$ cat src/rtl/bcd_timer.sv
// Multi-digit BCD up/down timer with tick prescaler, preset load and terminal-count detect.
// count_bcd moves on the tick edge, hex is a registered decode one cycle behind; commands are level-sampled, no backpressure.
module bcd_timer #(
    parameter int TICK_DIV = 50_000_000,
    parameter int DIGITS   = 2,
    parameter int WRAP     = 0
) (
    input  logic                  clk,
    input  logic                  reset_n,
    input  logic                  start,
    input  logic                  pause,
    input  logic                  clear,
    input  logic                  load,
    input  logic [4*DIGITS-1:0]   load_bcd,
    input  logic                  dir,
    output logic [4*DIGITS-1:0]   count_bcd,
    output logic [7*DIGITS-1:0]   hex,
    output logic                  running,
    output logic                  done
);
    localparam int PW = (TICK_DIV > 2) ? $clog2(TICK_DIV) : 1;
    localparam logic [PW-1:0] PS_LAST = PW'(TICK_DIV - 1);

    typedef enum logic [1:0] {S_IDLE, S_RUN, S_PAUSE, S_DONE} state_t;

    state_t                r_state;
    state_t                w_state_nxt;
    logic [PW-1:0]         r_presc;
    logic [PW-1:0]         w_presc_nxt;
    logic [4*DIGITS-1:0]   r_count;
    logic [4*DIGITS-1:0]   w_count_nxt;
    logic [4*DIGITS-1:0]   w_inc;
    logic [4*DIGITS-1:0]   w_dec;
    logic [4*DIGITS-1:0]   w_load_sat;
    logic [7*DIGITS-1:0]   r_hex;
    logic                  r_done;
    logic                  w_done_nxt;
    logic                  w_tick;
    logic                  w_carry;
    logic                  w_borrow;
    logic                  w_term;

    function automatic logic [6:0] f_seg(input logic [3:0] d);
        case (d)
            4'd0:    f_seg = 7'h40;
            4'd1:    f_seg = 7'h79;
            4'd2:    f_seg = 7'h24;
            4'd3:    f_seg = 7'h30;
            4'd4:    f_seg = 7'h19;
            4'd5:    f_seg = 7'h12;
            4'd6:    f_seg = 7'h02;
            4'd7:    f_seg = 7'h78;
            4'd8:    f_seg = 7'h00;
            4'd9:    f_seg = 7'h10;
            default: f_seg = 7'h7F;
        endcase
    endfunction

    // Ripple carry/borrow across digits; a carry or borrow out of the top digit is the terminal count.
    always_comb begin
        w_inc    = r_count;
        w_dec    = r_count;
        w_carry  = 1'b1;
        w_borrow = 1'b1;
        for (int i = 0; i < DIGITS; i++) begin
            if (w_carry) begin
                if (r_count[4*i +: 4] >= 4'd9) begin
                    w_inc[4*i +: 4] = 4'd0;
                end else begin
                    w_inc[4*i +: 4] = r_count[4*i +: 4] + 4'd1;
                    w_carry         = 1'b0;
                end
            end
            if (w_borrow) begin
                if (r_count[4*i +: 4] == 4'd0) begin
                    w_dec[4*i +: 4] = 4'd9;
                end else begin
                    w_dec[4*i +: 4] = r_count[4*i +: 4] - 4'd1;
                    w_borrow        = 1'b0;
                end
            end
        end
    end

    always_comb begin
        w_load_sat = load_bcd;
        for (int i = 0; i < DIGITS; i++) begin
            if (load_bcd[4*i +: 4] > 4'd9) begin
                w_load_sat[4*i +: 4] = 4'd9;
            end
        end
    end

    assign w_tick = (r_state == S_RUN) && (r_presc == PS_LAST);
    assign w_term = dir ? w_carry : w_borrow;

    always_comb begin
        w_state_nxt = r_state;
        w_presc_nxt = r_presc;
        w_count_nxt = r_count;
        w_done_nxt  = 1'b0;
        if (clear) begin
            w_state_nxt = S_IDLE;
            w_presc_nxt = '0;
            w_count_nxt = '0;
        end else if (load) begin
            w_state_nxt = S_IDLE;
            w_presc_nxt = '0;
            w_count_nxt = w_load_sat;
        end else begin
            case (r_state)
                S_IDLE: begin
                    if (start && !pause) w_state_nxt = S_RUN;
                end
                S_RUN: begin
                    // A pause on the tick cycle keeps the prescaler at its last value so the tick fires right after resume.
                    if (pause) begin
                        w_state_nxt = S_PAUSE;
                    end else if (w_tick) begin
                        w_presc_nxt = '0;
                        if (w_term) begin
                            w_done_nxt = 1'b1;
                            if (WRAP != 0) begin
                                w_count_nxt = dir ? w_inc : w_dec;
                            end else begin
                                w_state_nxt = S_DONE;
                            end
                        end else begin
                            w_count_nxt = dir ? w_inc : w_dec;
                        end
                    end else begin
                        w_presc_nxt = r_presc + PW'(1);
                    end
                end
                S_PAUSE: begin
                    if (start && !pause) w_state_nxt = S_RUN;
                end
                default: begin
                    w_state_nxt = r_state;
                end
            endcase
        end
    end

    always_ff @(posedge clk or negedge reset_n) begin
        if (!reset_n) begin
            r_state <= S_IDLE;
            r_presc <= '0;
            r_count <= '0;
            r_done  <= 1'b0;
            r_hex   <= {DIGITS{7'h40}};
        end else begin
            r_state <= w_state_nxt;
            r_presc <= w_presc_nxt;
            r_count <= w_count_nxt;
            r_done  <= w_done_nxt;
            for (int i = 0; i < DIGITS; i++) begin
                r_hex[7*i +: 7] <= f_seg(r_count[4*i +: 4]);
            end
        end
    end

    assign count_bcd = r_count;
    assign hex       = r_hex;
    assign running   = (r_state == S_RUN);
    assign done      = r_done;

endmodule

$ cat config.mk
export PLATFORM = sky130hd
export DESIGN_NAME = bcd_timer
export DESIGN_NICKNAME = d
export VERILOG_FILES = /design/src/rtl/bcd_timer.sv
export SDC_FILE = /design/constraint.sdc
export NUM_CORES = 1
export LEC_CHECK = 0
export ABC_AREA = 0
export BUFFER_PORTS_ARGS = -buffer_cell sky130_fd_sc_hd__buf_2
export CAP_MARGIN = 5
export CORE_UTILIZATION = 46
export CTS_CLUSTER_SIZE = 14
export DETAILED_ROUTE_END_ITERATION = 6
export GPL_ROUTABILITY_DRIVEN = 0
export GPL_TIMING_DRIVEN = 0
export PLACE_DENSITY = 0.77
export REMOVE_ABC_BUFFERS = 1
export SLEW_MARGIN = 20
export SYNTH_ARGS = -nofsm -noshare
export SYNTH_HDL_FRONTEND = slang
export SYNTH_SLANG_ARGS = --single-unit
$ cat constraint.sdc
create_clock -name clk -period 3.3 [get_ports clk]
set_clock_uncertainty 0.2 [all_clocks]
set_input_delay 0.66 -clock clk [delete_from_list [all_inputs] [get_ports clk]]
set_output_delay 0.66 -clock clk [all_outputs]
set_load 0.005 [all_outputs]
==> results of run 1 <==
area by class of cell:
| cell class | instances | area share, % |
|---|---|---|
| clock buffers | 8 | 2.85 |
| multi-input cells | 265 | 50.8 |
| inverters | 13 | 1.39 |
| well taps | 77 | 2.75 |
| flip-flops and latches | 51 | 36.4 |
| repair buffers | 39 | 5.81 |
cell usage after synthesis (9+ instances only):
| master | number | area share (%) |
|---|---|---|
| nand2_1 | 29 | 3.4 |
| clkbuf_1 | 9 | 1.1 |
| dfrtp_1 | 49 | 39 |
| nand3_1 | 12 | 1.9 |
| ha_1 | 13 | 5.1 |
| o21ai_0 | 16 | 2.5 |
| a31oi_1 | 16 | 3.2 |
| xnor2_1 | 13 | 3.6 |
| nor2_1 | 34 | 4.0 |
| nor4_1 | 9 | 1.8 |
| inv_1 | 13 | 1.5 |
| a21oi_1 | 25 | 3.9 |
final timing paths:
check	from	to	slack (ns)	depth (start not counted)
hold / removal	reset_n	hex[9]	0.17	1
setup / recovery	r_presc[0]	r_presc[3]	0.49	6
max in group asynchronous	reset_n	r_presc[4]	2.30	1
setup reg to reg	r_presc[0]	r_presc[3]	0.49	6
min in group clk	r_presc[23]	r_presc[23]	0.30	1
hold reg to reg	r_presc[23]	r_presc[23]	0.30	1
flip-flops by register name, summed over array words and instances (netlist names):
name       count
r_presc       26
hex           14
count_bcd      8
r_state        2
done           1
critical path, delay by kind of cell, from the launching register on:
family | cells | cell delay, ns
AO/OA/AOI/OAI | 1 | 0.30
AND/OR/NAND/NOR | 4 | 1.46
flip-flops | 1 | 0.42
adder cells (fa/ha/maj) | 1 | 0.28
report_power, final:
group | internal, uW | leakage (uW) | switching (uW)
combinational | 153 | 0.000778 | 194
clock | 192 | 0.0000515 | 207
sequential | 686 | 0.000678 | 49.5
total | 1030 | 0.00151 | 450
logic make-up after synthesis:
logic type / after synthesis
AO/OA/AOI/OAI: 82
adder cells (fa/ha/maj): 13
multiplexers: 10
flip-flops: 51
buffers and inverters: 29
XOR/XNOR: 17
AND/OR/NAND/NOR: 143
through the flow:
stage | setup TNS [ns] | utilization (%) | area (um2)
2_1_floorplan | 0 | - | 3100
3_3_place_gp | -2.73 | 52.2 | 3390
3_5_place_dp | 0 | 52.5 | 3410
4_1_cts | 0 | 54.0 | 3510
5_1_grt | 0 | 54.0 | 3510
6_report | 0 | 54.0 | 3510
routing by layer:
metal	GRT usage (%)	wire length, um
met1	29.2	3350
met2	32.6	3330
met5	0	0
met4	3.70	30
met3	3.60	314
==> impl_metrics.yaml, run 1 <==
outcome:
  outcome: "complete, no violations"
setup_path:
  criticalPathCategory: "reg -> reg"
  arrival_ns: 2.76
  end_kind: "flip-flop"
  cp_cell_sequence: "ha_1 -> nand4_2 -> nor4_4 -> a21oi_2 -> nor2_1 -> nor2_1"
  cp-start-kind: "flip-flop"
  cp_slowest_stage_delay_ns: 0.77
  crit_slowest_cell: "nor2_1"
  cp_max_fo: 21
  cpMostUsedCell: "nor2_1"
  crit_required_ns: 3.25
finish:
  diodes: 0
  multi_input_area_mm2: 0.00178
  area_growth_pct: 10.7
  fin_nets: 403
  final_common_cell: "dfrtp_1"
  regArea_mm2: 0.00128
  final_layout_size_suffix_gt1_share_pct: 21.3
  fill_cells: 591
  fin_cells: 453
  layout_common_cells: "dfrtp_1, buf_2, nor2_1, nand2_1, a21oi_1"
grt:
  grt_pass1_vias: 2502
  grtUsageTotal_pct: 20.3
  antenna_found_initial: 0
  grt_pass1_wl_um: 11900
  grt_max_degree: 52
  gr-total-overflow: 0
drt:
  drt-wirelength-per-cell_um: 15.5
  vias_per_cell: 5.97
  drt-initial-drc-count: 191
  ant_nets: 0
  vias: 2705
  first_pass_iters: 4
  routed_wl_um: 7030
  drc: 0
pwr:
  peakVddDrop_mv: 0.194
  leakage_uw: 0.00151
  p_per_area_mw_per_mm2: 422
  total_power_uw: 1480
sta:
  min_period_over_period_pct: 85.2
  rsz0062_at_grt: "false"
  setup_ws_ns: 0.490
  whs_ns: 0.173
  slew_headroom_pct: 39.9
  final-hold-violation-count: 0
  max_clock_freq_mhz: 356
  setup_violations: 0
  tightestPinTransition_ns: 0.898
  slew_viol_final: 0
  finalCriticalPeriod_ns: 2.81
logic_synthesis:
  ys_seq_area_share_pct: 40.3
  synthMuxAreaShare_pct: 3.43
  post_synth_inst_count: 345
  yosysWarnings: 0
  synth_async_sr_flop_share_pct: 100
  synth_area_mm2: 0.00317
  synth-simple-area-share_pct: 25.8
  synth_edf_count: 0
  syn_area_per_cell_um2: 9.19
  synth_compound_area_share_pct: 16.9
  synthFlopType: "dfrtp_1"
  synth_top_family_by_area: "simple AND/OR/NAND/NOR gates"
  yosys.area_share.xor_xnor_pct: 4.70
  synth-seq-cells: 51
  synth-adder-area-share_pct: 5.13
  yosys.cell_types.count: 61
cts:
  postCtsResizedCells: 0
  cts_made_buffers: 5
  clock-sinks: 51
  clockBufferDepth: 2
  cts_hold_buf: 0
  htree_levels: 2
  cts_setup_buffers: 0
  root_buffer: "clkbuf_8"
  cts.clk_slew.worst_paths_ns: 0.09
  cts_tree: "done"
  clk_latency_ns: 0.30
floorplan:
  ioPinCount: 39
  core-area_mm2: 0.00649
  die_w_um: 85.0
  rows: 29
  die_h_um: 85.0
  start_util_pct: 48.8
  die_area_mm2: 0.00723
placement:
  post-dp-hpwl_um: 4970
  post-place-cells: 445
  port_buffers: 38
  place_ws_ns: 0.475
run:
  cap_violations: 0
min_path:
  min_path_type: "in -> async"
Note: power is estimated with default switching activity, not from simulation.
==> inputs of run 2 (changes only) <==
--- a/config.mk
+++ b/config.mk
@@ -5,7 +5,7 @@
 export SDC_FILE = /design/constraint.sdc
 export NUM_CORES = 1
 export LEC_CHECK = 0
-export ABC_AREA = 0
+export ABC_AREA = 1
 export BUFFER_PORTS_ARGS = -buffer_cell sky130_fd_sc_hd__buf_2
 export CAP_MARGIN = 5
 export CORE_UTILIZATION = 46
@@ -13,7 +13,7 @@
 export DETAILED_ROUTE_END_ITERATION = 6
 export GPL_ROUTABILITY_DRIVEN = 0
 export GPL_TIMING_DRIVEN = 0
-export PLACE_DENSITY = 0.77
+export PLACE_DENSITY = 0.76
 export REMOVE_ABC_BUFFERS = 1
 export SLEW_MARGIN = 20
 export SYNTH_ARGS = -nofsm -noshare
==> impl_metrics.yaml, run 2 <==
grt:
  grt_use_met1_pct: 28.0
  met3_usage_pct: 3.27
  antenna_found_initial: 0
  grt_max_degree: 52
  met2_usage_pct: 33.5
  top_usage_layer: "met2"
  gr-total-overflow: 0
  grt_pass1_wl_um: 12300
  grtUsageTotal_pct: 20.5
  grt_pass1_vias: 2761
sta:
  tightestPinTransition_ns: 0.712
  rsz0062_at_grt: "false"
  final-hold-violation-count: 0
  whs_ns: 0.169
  min_period_over_period_pct: 65.7
  slew_viol_final: 0
  setup_violations: 0
  setup_ws_ns: 1.13
  max_clock_freq_mhz: 461
  finalCriticalPeriod_ns: 2.17
  slew_headroom_pct: 52.2
  fin_setup_tns_ns: 0
floorplan:
  rows: 30
  ioPinCount: 39
  die_w_um: 85.8
  die_area_mm2: 0.00735
  core-area_mm2: 0.00679
  start_util_pct: 47.5
  die_h_um: 85.8
finish:
  fill_cells: 642
  final_layout_size_suffix_gt1_share_pct: 15.2
  fin_nets: 506
  largest_register_ffs: 26
  final_common_cell: "nand2_1"
  regArea_mm2: 0.00128
  diodes: 0
  multi_input_area_mm2: 0.00170
  area_growth_pct: 11.6
  top_register: "r_presc"
  layout_common_cells: "nand2_1, dfrtp_1, nor2_1, inv_1, buf_2"
logic_synthesis:
  synth_async_sr_flop_share_pct: 100
  synth_top_area_cell: "dfrtp_1"
  synth_area_leaders: "dfrtp_1, nand2_1, nor2_1, inv_1, ha_1"
  synth-simple-area-share_pct: 33.9
  syn_area_per_cell_um2: 7.30
  synth_top_family_by_area: "simple AND/OR/NAND/NOR gates"
  yosys.area_share.xor_xnor_pct: 1.63
  synthFlopType: "dfrtp_1"
  ys_seq_area_share_pct: 39.6
  synth-seq-cells: 51
  yosysWarnings: 0
  synth_edf_count: 0
  yosysMostFrequentCell: "nand2_1"
  synth_common_cells: "nand2_1, dfrtp_1, nor2_1"
  yosys.cell_types.count: 36
  synth_compound_area_share_pct: 12.3
  synth_area_mm2: 0.00323
  synth_top_area_share_pct: 38.0
  synthMuxAreaShare_pct: 0
  synth-adder-area-share_pct: 5.04
  post_synth_inst_count: 442
drt:
  drt-wirelength-per-cell_um: 12.5
  routed_wl_um: 7190
  first_pass_iters: 6
  drt-initial-drc-count: 158
  vias: 2978
  vias_per_cell: 5.18
  ant_nets: 0
  drc: 0
placement:
  place_ws_ns: 1.04
  port_buffers: 38
  post-dp-hpwl_um: 5250
setup_path:
  criticalPathCategory: "reg -> reg"
  cp-start-kind: "flip-flop"
  end_kind: "flip-flop"
  crit_path_start: "count_bcd[4]"
  cp_max_fo: 7
  crit_required_ns: 3.30
  r2r_slack_ns: 1.13
  ff2ff_path_depth: 10
  r2r-end: "count_bcd[3]"
  crit-reg2reg-launch: "count_bcd[4]"
  arrival_ns: 2.17
cts:
  clockBufferDepth: 2
  cts_tree: "done"
  clk_latency_ns: 0.31
  cts.clk_slew.worst_paths_ns: 0.10
  root_buffer: "clkbuf_8"
  cts_made_buffers: 5
  clock-sinks: 51
  postCtsResizedCells: 0
  cts_setup_buffers: 0
  htree_levels: 2
  cts_hold_buf: 0
pwr:
  p_per_area_mw_per_mm2: 467
  p_sw_share_pct: 32.6
  p_seq_share_pct: 45.4
  clkPwrFrac_pct: 27.3
  switching_power_uw: 547
  leakage_uw: 0.00175
  p_comb_share_pct: 27.3
  p_int_uw: 1130
  peakVddDrop_mv: 0.192
min_path:
  min_path_type: "in -> async"
outcome:
  outcome: "complete, no violations"
run:
  cap_violations: 0
[run 2: through the flow]
| stage | instance area, um2 | std cells | power [uW] | utilization, % |
|---|---|---|---|---|
| after floorplan | 3170 | 433 | 1060 | - |
| after global placement | 3480 | 567 | 1220 | 51.2 |
| after detailed placement | 3480 | 567 | 1230 | 51.3 |
| after CTS | 3600 | 575 | 1690 | 53.0 |
| after global routing | 3600 | 575 | 1790 | 53.0 |
| final | 3600 | 575 | 1680 | 53.0 |
[run 2: power by group through the flow]
| stage | Combinational, uW | Clock, uW | Sequential, uW |
|---|---|---|---|
| 6_report | 458 | 459 | 763 |
| 5_1_grt | 525 | 491 | 773 |
| 4_1_cts | 460 | 468 | 762 |
| 3_5_place_dp | 458 | 0 | 775 |
| 3_3_place_gp | 445 | 0 | 774 |
| 2_1_floorplan | 275 | 0 | 781 |
[run 2: cells by family (layout without fill, tap and decap cells)]
family	count (synthesis)	after routing
simple gates	241	241
compound gates	72	72
buf+inv	59	96
flops	51	51
fa+ha+maj	13	13
xor+xnor	6	6
[run 2: layout make-up]
type | count | share of cell area [%]
flip-flops and latches | 51 | 35.5
clock buffers | 6 | 2.29
inverters | 50 | 5.21
well taps | 96 | 3.34
repair buffers | 38 | 5.35
clock inverters | 2 | 0.973
multi-input cells | 332 | 47.3
[run 2: metal layers]
| layer | up-vias | share of wire [%] | routed length, um |
|---|---|---|---|
| li1 | 1518 | - | - |
| met1 | 1381 | 48 | 3430 |
| met2 | 70 | 46 | 3340 |
| met3 | 9 | 4.5 | 326 |
| met4 | 0 | 1.3 | 92 |
| met5 | - | 0 | 0 |
[run 2: worst max-delay path by stage]
| stage | to |
|---|---|
| 4_1_cts | count_bcd[1] |
| 3_5_place_dp | r_presc[9] |
| 5_1_grt | count_bcd[7] |
| 3_3_place_gp | r_presc[15] |
| 6_report | count_bcd[3] |
| 2_1_floorplan | r_presc[15] |
[run 2: critical path: stages (launching register included)]
cell     delay (ns)
dfrtp_1        0.49
inv_1          0.19
ha_1           0.26
nand3_1        0.15
inv_1          0.08
nand2_1        0.11
o21ai_2        0.07
nand2_2        0.13
inv_2          0.08
o21ai_0        0.22
nand2_1        0.08
